## src/rtl/ps2_mouse_pkg.sv

```systemverilog
// ps2_mouse_pkg: PS/2 mouse command/reply bytes, sequencer states and command table
package ps2_mouse_pkg;
  localparam logic [7:0] CMD_RESET   = 8'hFF;
  localparam logic [7:0] CMD_SETRATE = 8'hF3;
  localparam logic [7:0] RATE_100    = 8'h64;
  localparam logic [7:0] CMD_ENABLE  = 8'hF4;
  localparam logic [7:0] RSP_ACK     = 8'hFA;
  localparam logic [7:0] RSP_RESEND  = 8'hFE;
  localparam logic [7:0] RSP_BAT_OK  = 8'hAA;
  localparam logic [7:0] RSP_ID_STD  = 8'h00;
  localparam int MS_W = 16;
  localparam logic [3:0][7:0] CMD_TABLE = {CMD_ENABLE, RATE_100, CMD_SETRATE, CMD_RESET};
  typedef enum logic [3:0] {
    ST_POWERUP,
    ST_SEND,
    ST_WAIT_BUSY_HI,
    ST_WAIT_BUSY_LO,
    ST_WAIT_ACK,
    ST_WAIT_BAT,
    ST_WAIT_ID,
    ST_NEXT,
    ST_FAULT,
    ST_DONE,
    ST_FAIL
  } state_t;
endpackage

```

## src/rtl/ps2_mouse_init_seq_if.sv

```systemverilog
// ps2_mouse_init_seq_if: receiver, transmitter and forwarding signals around the init sequencer
interface ps2_mouse_init_seq_if;
  logic [7:0] rx_data;
  logic       rx_valid;
  logic       tx_busy;
  logic       tx_error;
  logic [7:0] tx_data;
  logic       tx_load;
  logic [7:0] fwd_data;
  logic       fwd_valid;
  modport master (
    input  rx_data, rx_valid, tx_busy, tx_error,
    output tx_data, tx_load, fwd_data, fwd_valid
  );
  modport slave (
    output rx_data, rx_valid, tx_busy, tx_error,
    input  tx_data, tx_load, fwd_data, fwd_valid
  );
endinterface

```

## src/rtl/ps2_ms_timer.sv

```systemverilog
// ps2_ms_timer: free 1 ms prescaler plus tick counter, restarted by clr, flags when limit ticks elapsed
module ps2_ms_timer #(
  parameter int PRESCALE = 28000,
  parameter int MS_W = 16
) (
  input  logic            clk,
  input  logic            rst,
  input  logic            clr,
  input  logic [MS_W-1:0] limit,
  output logic            elapsed
);
  localparam int PW = PRESCALE > 1 ? $clog2(PRESCALE) : 1;
  logic [PW-1:0] pre;
  logic [MS_W-1:0] ms;
  logic tick;
  assign tick = pre == PW'(PRESCALE - 1);
  assign elapsed = ms >= limit;
  // ms saturates so long idle states never wrap back below a limit
  always_ff @(posedge clk)
    if (rst || clr) begin
      pre <= '0;
      ms <= '0;
    end else begin
      pre <= tick ? '0 : pre + PW'(1);
      if (tick && ms != '1) ms <= ms + MS_W'(1);
    end
endmodule

```

## src/rtl/ps2_mouse_init_seq.sv

```systemverilog
// ps2_mouse_init_seq: PS/2 mouse bring-up (FF, F3 64, F4) with reply checking, retries and
// gating of received bytes until init completes
module ps2_mouse_init_seq
  import ps2_mouse_pkg::*;
#(
  parameter int CLK_HZ = 28000000,
  parameter int POWERUP_MS = 600,
  parameter int REPLY_MS = 25,
  parameter int BAT_MS = 750,
  parameter int RETRIES = 3
) (
  input  logic                        clk,
  input  logic                        rst,
  input  logic                        start,
  ps2_mouse_init_seq_if.master        bus,
  output logic                        init_done,
  output logic                        init_fail,
  output logic [1:0]                  retry_cnt
);
  state_t state, state_n;
  logic [1:0] idx, idx_n, retry_n;
  logic resend, resend_n;
  logic [MS_W-1:0] limit;
  logic timeout, fwd;
  assign limit = state == ST_POWERUP ? MS_W'(POWERUP_MS) :
                 (state == ST_WAIT_BAT || state == ST_WAIT_ID) ? MS_W'(BAT_MS) : MS_W'(REPLY_MS);
  assign fwd = bus.rx_valid && state == ST_DONE && !start;
  ps2_ms_timer #(.PRESCALE(CLK_HZ / 1000), .MS_W(MS_W)) u_timer (
    .clk(clk),
    .rst(rst),
    .clr(start || state_n != state),
    .limit(limit),
    .elapsed(timeout)
  );
  // a received byte always wins over a timeout in the same cycle
  always_comb begin
    state_n = state;
    idx_n = idx;
    retry_n = retry_cnt;
    resend_n = resend;
    case (state)
      ST_POWERUP: if (timeout) begin
        state_n = ST_SEND;
        idx_n = '0;
      end
      ST_SEND: state_n = ST_WAIT_BUSY_HI;
      ST_WAIT_BUSY_HI: state_n = bus.tx_busy ? ST_WAIT_BUSY_LO : timeout ? ST_FAULT : state;
      ST_WAIT_BUSY_LO: state_n = !bus.tx_busy ? (bus.tx_error ? ST_FAULT : ST_WAIT_ACK) :
                                 timeout ? ST_FAULT : state;
      ST_WAIT_ACK: if (bus.rx_valid) begin
        state_n = bus.rx_data == RSP_ACK ? (idx == 2'd0 ? ST_WAIT_BAT : ST_NEXT) : ST_FAULT;
        resend_n = bus.rx_data == RSP_RESEND;
      end else if (timeout) state_n = ST_FAULT;
      ST_WAIT_BAT: state_n = bus.rx_valid ? (bus.rx_data == RSP_BAT_OK ? ST_WAIT_ID : ST_FAULT) :
                             timeout ? ST_FAULT : state;
      ST_WAIT_ID: state_n = bus.rx_valid ? (bus.rx_data == RSP_ID_STD ? ST_NEXT : ST_FAULT) :
                            timeout ? ST_FAULT : state;
      ST_NEXT: begin
        state_n = idx == 2'd3 ? ST_DONE : ST_SEND;
        idx_n = idx == 2'd3 ? idx : idx + 2'd1;
      end
      ST_FAULT: begin
        resend_n = 1'b0;
        state_n = retry_cnt == 2'(RETRIES) ? ST_FAIL : ST_SEND;
        retry_n = retry_cnt == 2'(RETRIES) ? retry_cnt : retry_cnt + 2'd1;
        idx_n = resend ? idx : 2'd0;
      end
      default: ;
    endcase
    if (start) begin
      state_n = ST_POWERUP;
      idx_n = '0;
      retry_n = '0;
      resend_n = 1'b0;
    end
  end
  always_ff @(posedge clk)
    if (rst) begin
      state <= ST_POWERUP;
      idx <= '0;
      retry_cnt <= '0;
      resend <= 1'b0;
      bus.tx_data <= '0;
      bus.tx_load <= 1'b0;
      bus.fwd_data <= '0;
      bus.fwd_valid <= 1'b0;
      init_done <= 1'b0;
      init_fail <= 1'b0;
    end else begin
      state <= state_n;
      idx <= idx_n;
      retry_cnt <= retry_n;
      resend <= resend_n;
      bus.tx_load <= state_n == ST_SEND;
      if (state_n == ST_SEND) bus.tx_data <= CMD_TABLE[idx_n];
      bus.fwd_valid <= fwd;
      if (fwd) bus.fwd_data <= bus.rx_data;
      init_done <= state_n == ST_DONE;
      init_fail <= state_n == ST_FAIL;
    end
endmodule
```

## src/flat_wrapper.sv

```systemverilog
// flat-port wrapper written by rule: the top's interface ports become plain ports
module ps2_mouse_init_seq_flat import ps2_mouse_pkg::*;
#(
  parameter int CLK_HZ = 28000000,
  parameter int POWERUP_MS = 600,
  parameter int REPLY_MS = 25,
  parameter int BAT_MS = 750,
  parameter int RETRIES = 3
)
  (clk, rst, start, init_done, init_fail, retry_cnt, bus_rx_data, bus_rx_valid, bus_tx_busy, bus_tx_error, bus_tx_data, bus_tx_load, bus_fwd_data, bus_fwd_valid);
  ps2_mouse_init_seq_if bus_i ();
  input  logic clk;
  input  logic rst;
  input  logic start;
  output logic init_done;
  output logic init_fail;
  output logic [1:0] retry_cnt;
  input wire logic [$bits(bus_i.rx_data)-1:0] bus_rx_data;
  input wire logic [$bits(bus_i.rx_valid)-1:0] bus_rx_valid;
  input wire logic [$bits(bus_i.tx_busy)-1:0] bus_tx_busy;
  input wire logic [$bits(bus_i.tx_error)-1:0] bus_tx_error;
  output wire logic [$bits(bus_i.tx_data)-1:0] bus_tx_data;
  output wire logic [$bits(bus_i.tx_load)-1:0] bus_tx_load;
  output wire logic [$bits(bus_i.fwd_data)-1:0] bus_fwd_data;
  output wire logic [$bits(bus_i.fwd_valid)-1:0] bus_fwd_valid;
  assign bus_i.rx_data = bus_rx_data;
  assign bus_i.rx_valid = bus_rx_valid;
  assign bus_i.tx_busy = bus_tx_busy;
  assign bus_i.tx_error = bus_tx_error;
  assign bus_tx_data = bus_i.tx_data;
  assign bus_tx_load = bus_i.tx_load;
  assign bus_fwd_data = bus_i.fwd_data;
  assign bus_fwd_valid = bus_i.fwd_valid;
  ps2_mouse_init_seq #(.CLK_HZ(CLK_HZ), .POWERUP_MS(POWERUP_MS), .REPLY_MS(REPLY_MS), .BAT_MS(BAT_MS), .RETRIES(RETRIES)) u_core (.clk(clk), .rst(rst), .start(start), .bus(bus_i), .init_done(init_done), .init_fail(init_fail), .retry_cnt(retry_cnt));
endmodule
```

## config.mk

```make
export PLATFORM = sky130hd
export DESIGN_NAME = ps2_mouse_init_seq_flat
export DESIGN_NICKNAME = d
export VERILOG_FILES = /design/src/rtl/ps2_mouse_pkg.sv /design/src/rtl/ps2_mouse_init_seq_if.sv /design/src/rtl/ps2_ms_timer.sv /design/src/rtl/ps2_mouse_init_seq.sv /design/src/flat_wrapper.sv
export SDC_FILE = /design/constraint.sdc
export NUM_CORES = 1
export LEC_CHECK = 0
export CORE_UTILIZATION = 57
export DETAILED_ROUTE_END_ITERATION = 16
export PLACE_DENSITY = 0.8
export SKIP_LAST_GASP = 1
export SYNTH_ARGS = -nofsm -noshare
export SYNTH_HDL_FRONTEND = slang
export SYNTH_HIERARCHICAL = 1
export SYNTH_SLANG_ARGS = --single-unit
```

## constraint.sdc

```tcl
create_clock -name clk -period 5.1 [get_ports clk]
set_input_delay 0.51 -clock clk [delete_from_list [all_inputs] [get_ports clk]]
set_output_delay 0.51 -clock clk [all_outputs]
set_load 0.05 [all_outputs]
```

======== After elaboration in Yosys (flattened, before gate mapping) ========
Cells that the tools add are included.
Widths: inputs -> output; s select.
storage, ports and cells
  bits of input ports ..................... 14
  logic and storage cells ................. 82
  output and inout port bits .............. 22
  flip-flop bits (word level) ............. 60
cells by class
  reduce and logical (&&, ||, !) cells .... 15
  equality and inequality tests ........... 21
  $lt $le $gt $ge ......................... 2
  add/subtract/negate cells ............... 4
  multiplexer cells ....................... 27
  bitwise logic cells ..................... 1
operator list
  operator               number
  $mux 4                 14
  $pmux 4 s9             1
  $eq 8x8->1 const B     3
  $add 16x1->16 const B  1
  $bmux 8 s2             1
  $eq 4x3->1 const B     4
  $eq 4x4->1 const B     4
  $ge 16x16->1           1
  $mux 16                1
  $ne 16x16->1 const B   1
  $add 15x1->15 const B  1
  $eq 15x15->1 const B   1
  $mux 10                1
  $mux 2                 5
  $eq 4x1->1 const B     2
  $eq 4x2->1 const B     2
  $logic_not 8->1        1
  $mux 8                 1
  $pmux 2 s3             1
  $add 2x1->2 const B    2
  $eq 2x2->1 const B     2
  $logic_not 4->1        1
  $ne 4x4->1             1
  $reduce_and 2->1       2
  other kinds (11)       16

======== Longest topological paths before layout ========
  word-level depth ........................ 13
  gate-level depth with buffers ........... 24
  mapped depth without buffers ............ 20

======== Cells and area by module ========
Netlist, hierarchy kept.
by module, submodules not included
  module              area an instance (sq um)  times used  cells an instance  seq. area each (sq um)
  ps2_ms_timer        1826.8                    1           219                620.6
  ps2_mouse_init_seq  1784.2                    1           215                520.5

======== Worst setup path after synthesis ========
Ideal clock, no wire load.
  path type ............................... reg2reg
  start point ............................. register u_core.state[1]
  end point ............................... register u_core.u_timer.ms[3]
  buffers on the path ..................... 4
  period minus slack after synthesis ...... 4578 ps
  library setup time ...................... 59 ps
  slack ................................... 522 ps
  required time ........................... 5041 ps
  data arrival time ....................... 4518 ps
  stages on the path, launching flop included .. 25
  cells stage by stage .................... dfxtp_1 > buf_4 > buf_4 > xor2_1 > nand2_1 > a21oi_1 > inv_1 > ha_1 > nand2b_1 > a21o_1 > a211o_1 > o2111ai_1 > nand3b_1 > clkbuf_1 > mux2_2 > nand4_1 > o221ai_1 > a41oi_2 > o21ai_0 > a2bb2oi_1 > o211ai_1 > or2_2 > clkbuf_1 > or4_1 > nand2_1
between the ends
  cells in the longest elaborated chain, start to end .. 12
  elaborated cells on any way between the ends .. 25
  those cells by class .................... order compare: 1; eq/ne: 9; mux: 11; reduce/logical: 4
ends and longest elaborated chain
  item                              line                      source
  from (decl)                       ps2_mouse_init_seq.sv:20  state_t state, state_n;
  from (signal assigned)            ps2_mouse_init_seq.sv:90  state <= state_n;
  $eq 4x3->1                        ps2_mouse_init_seq.sv:26  (state == ST_WAIT_BAT || state == ST_WAIT_ID) ? MS_W'(BAT_MS) : MS_W'(REPLY_MS);
  $logic_or 1x1->1                  ps2_mouse_init_seq.sv:26
  $mux 10                           ps2_mouse_init_seq.sv:26
  $mux 16 *                         ps2_mouse_init_seq.sv:25  assign limit = state == ST_POWERUP ? MS_W'(POWERUP_MS) :
  net u_core.limit[6]               ps2_mouse_init_seq.sv:23  logic [MS_W-1:0] limit;
  $ge 16x16->1 *                    ps2_ms_timer.sv:17        assign elapsed = ms >= limit;
  net u_core.timeout                ps2_mouse_init_seq.sv:24  logic timeout, fwd;
  $mux 4                            -
  $mux 4, on equally long branches  -
  $pmux 4 s9 *                      ps2_mouse_init_seq.sv:41  case (state)
  $mux 4 *                          ps2_mouse_init_seq.sv:70  if (start) begin
  $ne 4x4->1 *                      ps2_mouse_init_seq.sv:31  .clr(start || state_n != state),
  $logic_or 1x1->1 *                ps2_mouse_init_seq.sv:31
  $logic_or 1x1->1 *                ps2_ms_timer.sv:20        if (rst || clr) begin
  to (signal assigned)              ps2_ms_timer.sv:25        if (tick && ms != '1) ms <= ms + MS_W'(1);
  to (decl)                         ps2_ms_timer.sv:14        logic [MS_W-1:0] ms;
Mark *: on every way through the listed nets, which the timed path passes. The rest lies on a longest branch.
A chain may end at the register's enable or synchronous reset.

======== Worst setup path in the final report ========
  start point ............................. register u_core.state[0]
  end point ............................... register u_core.u_timer.ms[3]
The elaborated chain is that of the path after synthesis.

==> results.yml <==
power_and_ir_drop:
  pwr-share-clk_pct: 49.9
  p_int_uw: 741
  power_density_nw_per_um2: 226
  pwr-share-comb_pct: 4.3
  pwr-share-seq_pct: 45.8
  swShare_pct: 24.0
  max-vdd-ir-drop_uv: 200
  p_sw_uw: 233
  p_leak_nw: 1.57
logic_synthesis:
  yosysWarningCount: 6
  ys_seq_area_share_pct: 31.6
  ys_types: 72
  synth_ff_type: "dfxtp_1"
  synthArstFlopShare_pct: 0
  ys_ff_latch: 57
  syn-mean-instance-area_sq_um: 8.32
  netlist_area_sq_um: 3610
  synthCells: 434
  synth_edf_count: 0
route:
  vias: 3363
  wl_microns: 8660
  drc: 0
  vias_per_cell: 6.02
  wire_per_inst_microns: 15.5
  drtAntennaViolNets: 0
  drt-pass1-iter-count: 5
  drt_iter0_markers: 224
setup_path:
  cp.arrival_ns: 5.04
  end_kind: "register"
  cpMostUsedCell: "nor2_1"
  startpoint_type: "register"
  worst_ep_required_time_ns: 5.38
  cp_slowest_cell: "or4_1"
  setup.worst_path.class: "reg -> reg"
  path_max_fanout: 15
  slowest_delay_ns: 0.50
  path_cells: "buf_4, nor2_1, nand2_1, a21oi_1, inv_1, ha_1, a21o_1, a21o_1, a21oi_1, o21ai_0, nand3b_1, buf_4, nor2_1, a211oi_1, nor2_1, and3_1, and2_1, nor4_2, o211ai_1, or2_2, or4_1, nand2_1"
sta:
  maxSlewViolCount: 0
  timing.final.crit_share_pct: 93.4
  fin_crit_ns: 4.76
  relSlewSlack_pct: 44.6
  tns_ns: 0
  finalHoldViolations: 0
  worst_slew_pin_slew_ns: 0.828
  rsz0062_at_grt: "false"
  setup_viol: 0
  skew_ns: 0.0124
  timing.fmax_mhz: 210
floorplan:
  dieArea_sq_um: 6660
  start_util_pct: 59.9
  design.core.area_sq_um: 6030
  die_y_microns: 81.6
  die_width_microns: 81.6
  num_io_pins: 36
  rows: 28
clocking:
  cts.path.max_buffers: 2
  cts_num_sinks: 57
  htreeDepth: 3
  insertion_delay_ns: 0.34
  clockRootBuffer: "clkbuf_8"
  tritoncts.num_buffers: 9
  cts_tree: "done"
  path_clk_slew_ns: 0.07
layout:
  drive_gt1_share_pct: 11.4
  final_common_cell: "dfxtp_1"
  area.growth.synth_to_final_pct: 19.1
  layout_common_cells: "57 x dfxtp_1, 52 x nor2_1, 35 x clkdlybuf4s50_1"
  antenna_cells: 0
  fin_area_sq_um: 4300
  nets: 512
worst_hold_path:
  hp-class: "reg -> reg"
place:
  hpwl_microns: 6100
  io_buffers: 35
  placed_area_sq_um: 4040
  gp_congestion: 0.970
grt:
  grt.total_usage_pct: 28.0
  overflow: 0
  grt_max_degree: 27
  grt_pass1_vias: 3031
  grt_pass1_wl_microns: 14200
  antenna_found_initial: 0
run_status:
  status: "complete, no violations"
run:
  drv_cap: 0
Yosys cell counts, types with 4 or more instances:
| library cell | instances | share of area [%] |
|---|---|---|
| and2_1 | 4 | 0.69 |
| and3_1 | 9 | 1.6 |
| nor4_1 | 7 | 1.2 |
| nand3_1 | 14 | 1.9 |
| dfxtp_1 | 57 | 32 |
| nor3_1 | 10 | 1.4 |
| nand4_1 | 9 | 1.6 |
| nor2b_1 | 4 | 0.69 |
| nand2_1 | 29 | 3.0 |
| a21oi_1 | 25 | 3.5 |
| or4_1 | 7 | 1.5 |
| o31ai_1 | 6 | 1.2 |
| nor2_1 | 52 | 5.4 |
| ha_1 | 19 | 6.6 |
| buf_2 | 6 | 0.83 |
| o21ai_0 | 12 | 1.7 |
| mux2i_1 | 16 | 4.4 |
| or2_2 | 4 | 0.69 |
| inv_1 | 29 | 3.0 |
| clkbuf_1 | 6 | 0.62 |
| xor2_1 | 8 | 1.9 |
| a21o_1 | 7 | 1.5 |
| buf_4 | 6 | 1.2 |
| a211oi_1 | 6 | 1.2 |
| xnor2_1 | 8 | 1.9 |
| or3_1 | 9 | 1.6 |
metal layers:
metal  GRT usage [%]  wire [microns]  up-vias
li1                -               -     1661
met1            35.5            3800     1555
met2            45.7            4080      128
met3            6.22             557       19
met4            11.6             219        0
met5               0               0        -
layout make-up:
type,instances,area [sq um]
Clock buffer,9,124
Multi-Input combinational cell,333,2280
Inverter,29,109
Clock inverter,7,103
Fill cell,473,1720
Tap cell,75,93.8
Sequential cell,57,1140
Timing Repair Buffer,49,455
kinds of logic after synthesis:
| kind of cell | synth area share, % |
|---|---|
| compound gates | 18.9 |
| xor+xnor | 3.88 |
| fa+ha+maj | 6.58 |
| buf+inv | 6.24 |
| flops | 31.6 |
| mux | 4.75 |
| other cells | 0.208 |
| simple gates | 27.9 |
power by group through the flow:
stage          combinational, mW  clock, mW  sequential (mW)
2_1_floorplan             0.0196          0            0.456
3_3_place_gp              0.0399          0            0.456
3_5_place_dp              0.0405          0            0.456
4_1_cts                   0.0405      0.494            0.446
5_1_grt                   0.0457      0.518            0.446
6_report                  0.0416      0.486            0.446
sequential cells by signal, summed over array words and instances (netlist names):
signal,cells
u_core/bus.fwd_data,8
u_core/bus.fwd_valid,1
u_core/bus.tx_data,5
u_core/bus.tx_load,1
u_core/idx,2
u_core/init_done,1
u_core/init_fail,1
u_core/resend,1
u_core/retry_cnt,2
u_core/state,4
u_core/u_timer/ms,16
u_core/u_timer/pre,15
worst paths after layout:
path | endpoint | slack [ns] | cells after the start | startpoint
setup / recovery | u_core/u_timer/ms[3] | 0.34 | 22 | u_core/state[0]
hold / removal | u_core/u_timer/pre[0] | 0.46 | 1 | u_core/u_timer/pre[0]
setup reg to reg | u_core/u_timer/ms[3] | 0.34 | 22 | u_core/state[0]
hold reg to reg | u_core/u_timer/pre[0] | 0.46 | 1 | u_core/u_timer/pre[0]
repair_timing:
action | in CTS | in global routing
gates resized for setup | 0 | 2
endpoints found under the setup margin | 0 | 16
buffers inserted | 0 | 4
hold buffers | 0 | 0
stage by stage:
step / setup WS, ns / hold WS, ns / utilization, % / instances / power [mW]
3_3_place_gp: 0.564 / 0.426 / 67.0 / 539 / 0.496
5_1_grt: 0.0896 / 0.480 / 71.4 / 559 / 1.01
4_1_cts: 0.411 / 0.455 / 70.7 / 555 / 0.981
2_1_floorplan: 0.522 / 0.418 / - / 440 / 0.476
6_report: 0.338 / 0.457 / 71.4 / 559 / 0.974
3_5_place_dp: 0.454 / 0.440 / 67.0 / 539 / 0.497
worst max-delay path: cells and delay by family, from the launching register on:
| kind | cells | cell delay [ns] |
|---|---|---|
| adder cells (fa/ha/maj) | 1 | 0.32 |
| AND/OR/NAND/NOR | 11 | 2.46 |
| flip-flops | 1 | 0.34 |
| AO/OA/AOI/OAI | 7 | 1.14 |
| buffers and inverters | 3 | 0.44 |
Note: power is estimated with default switching activity, not from simulation.
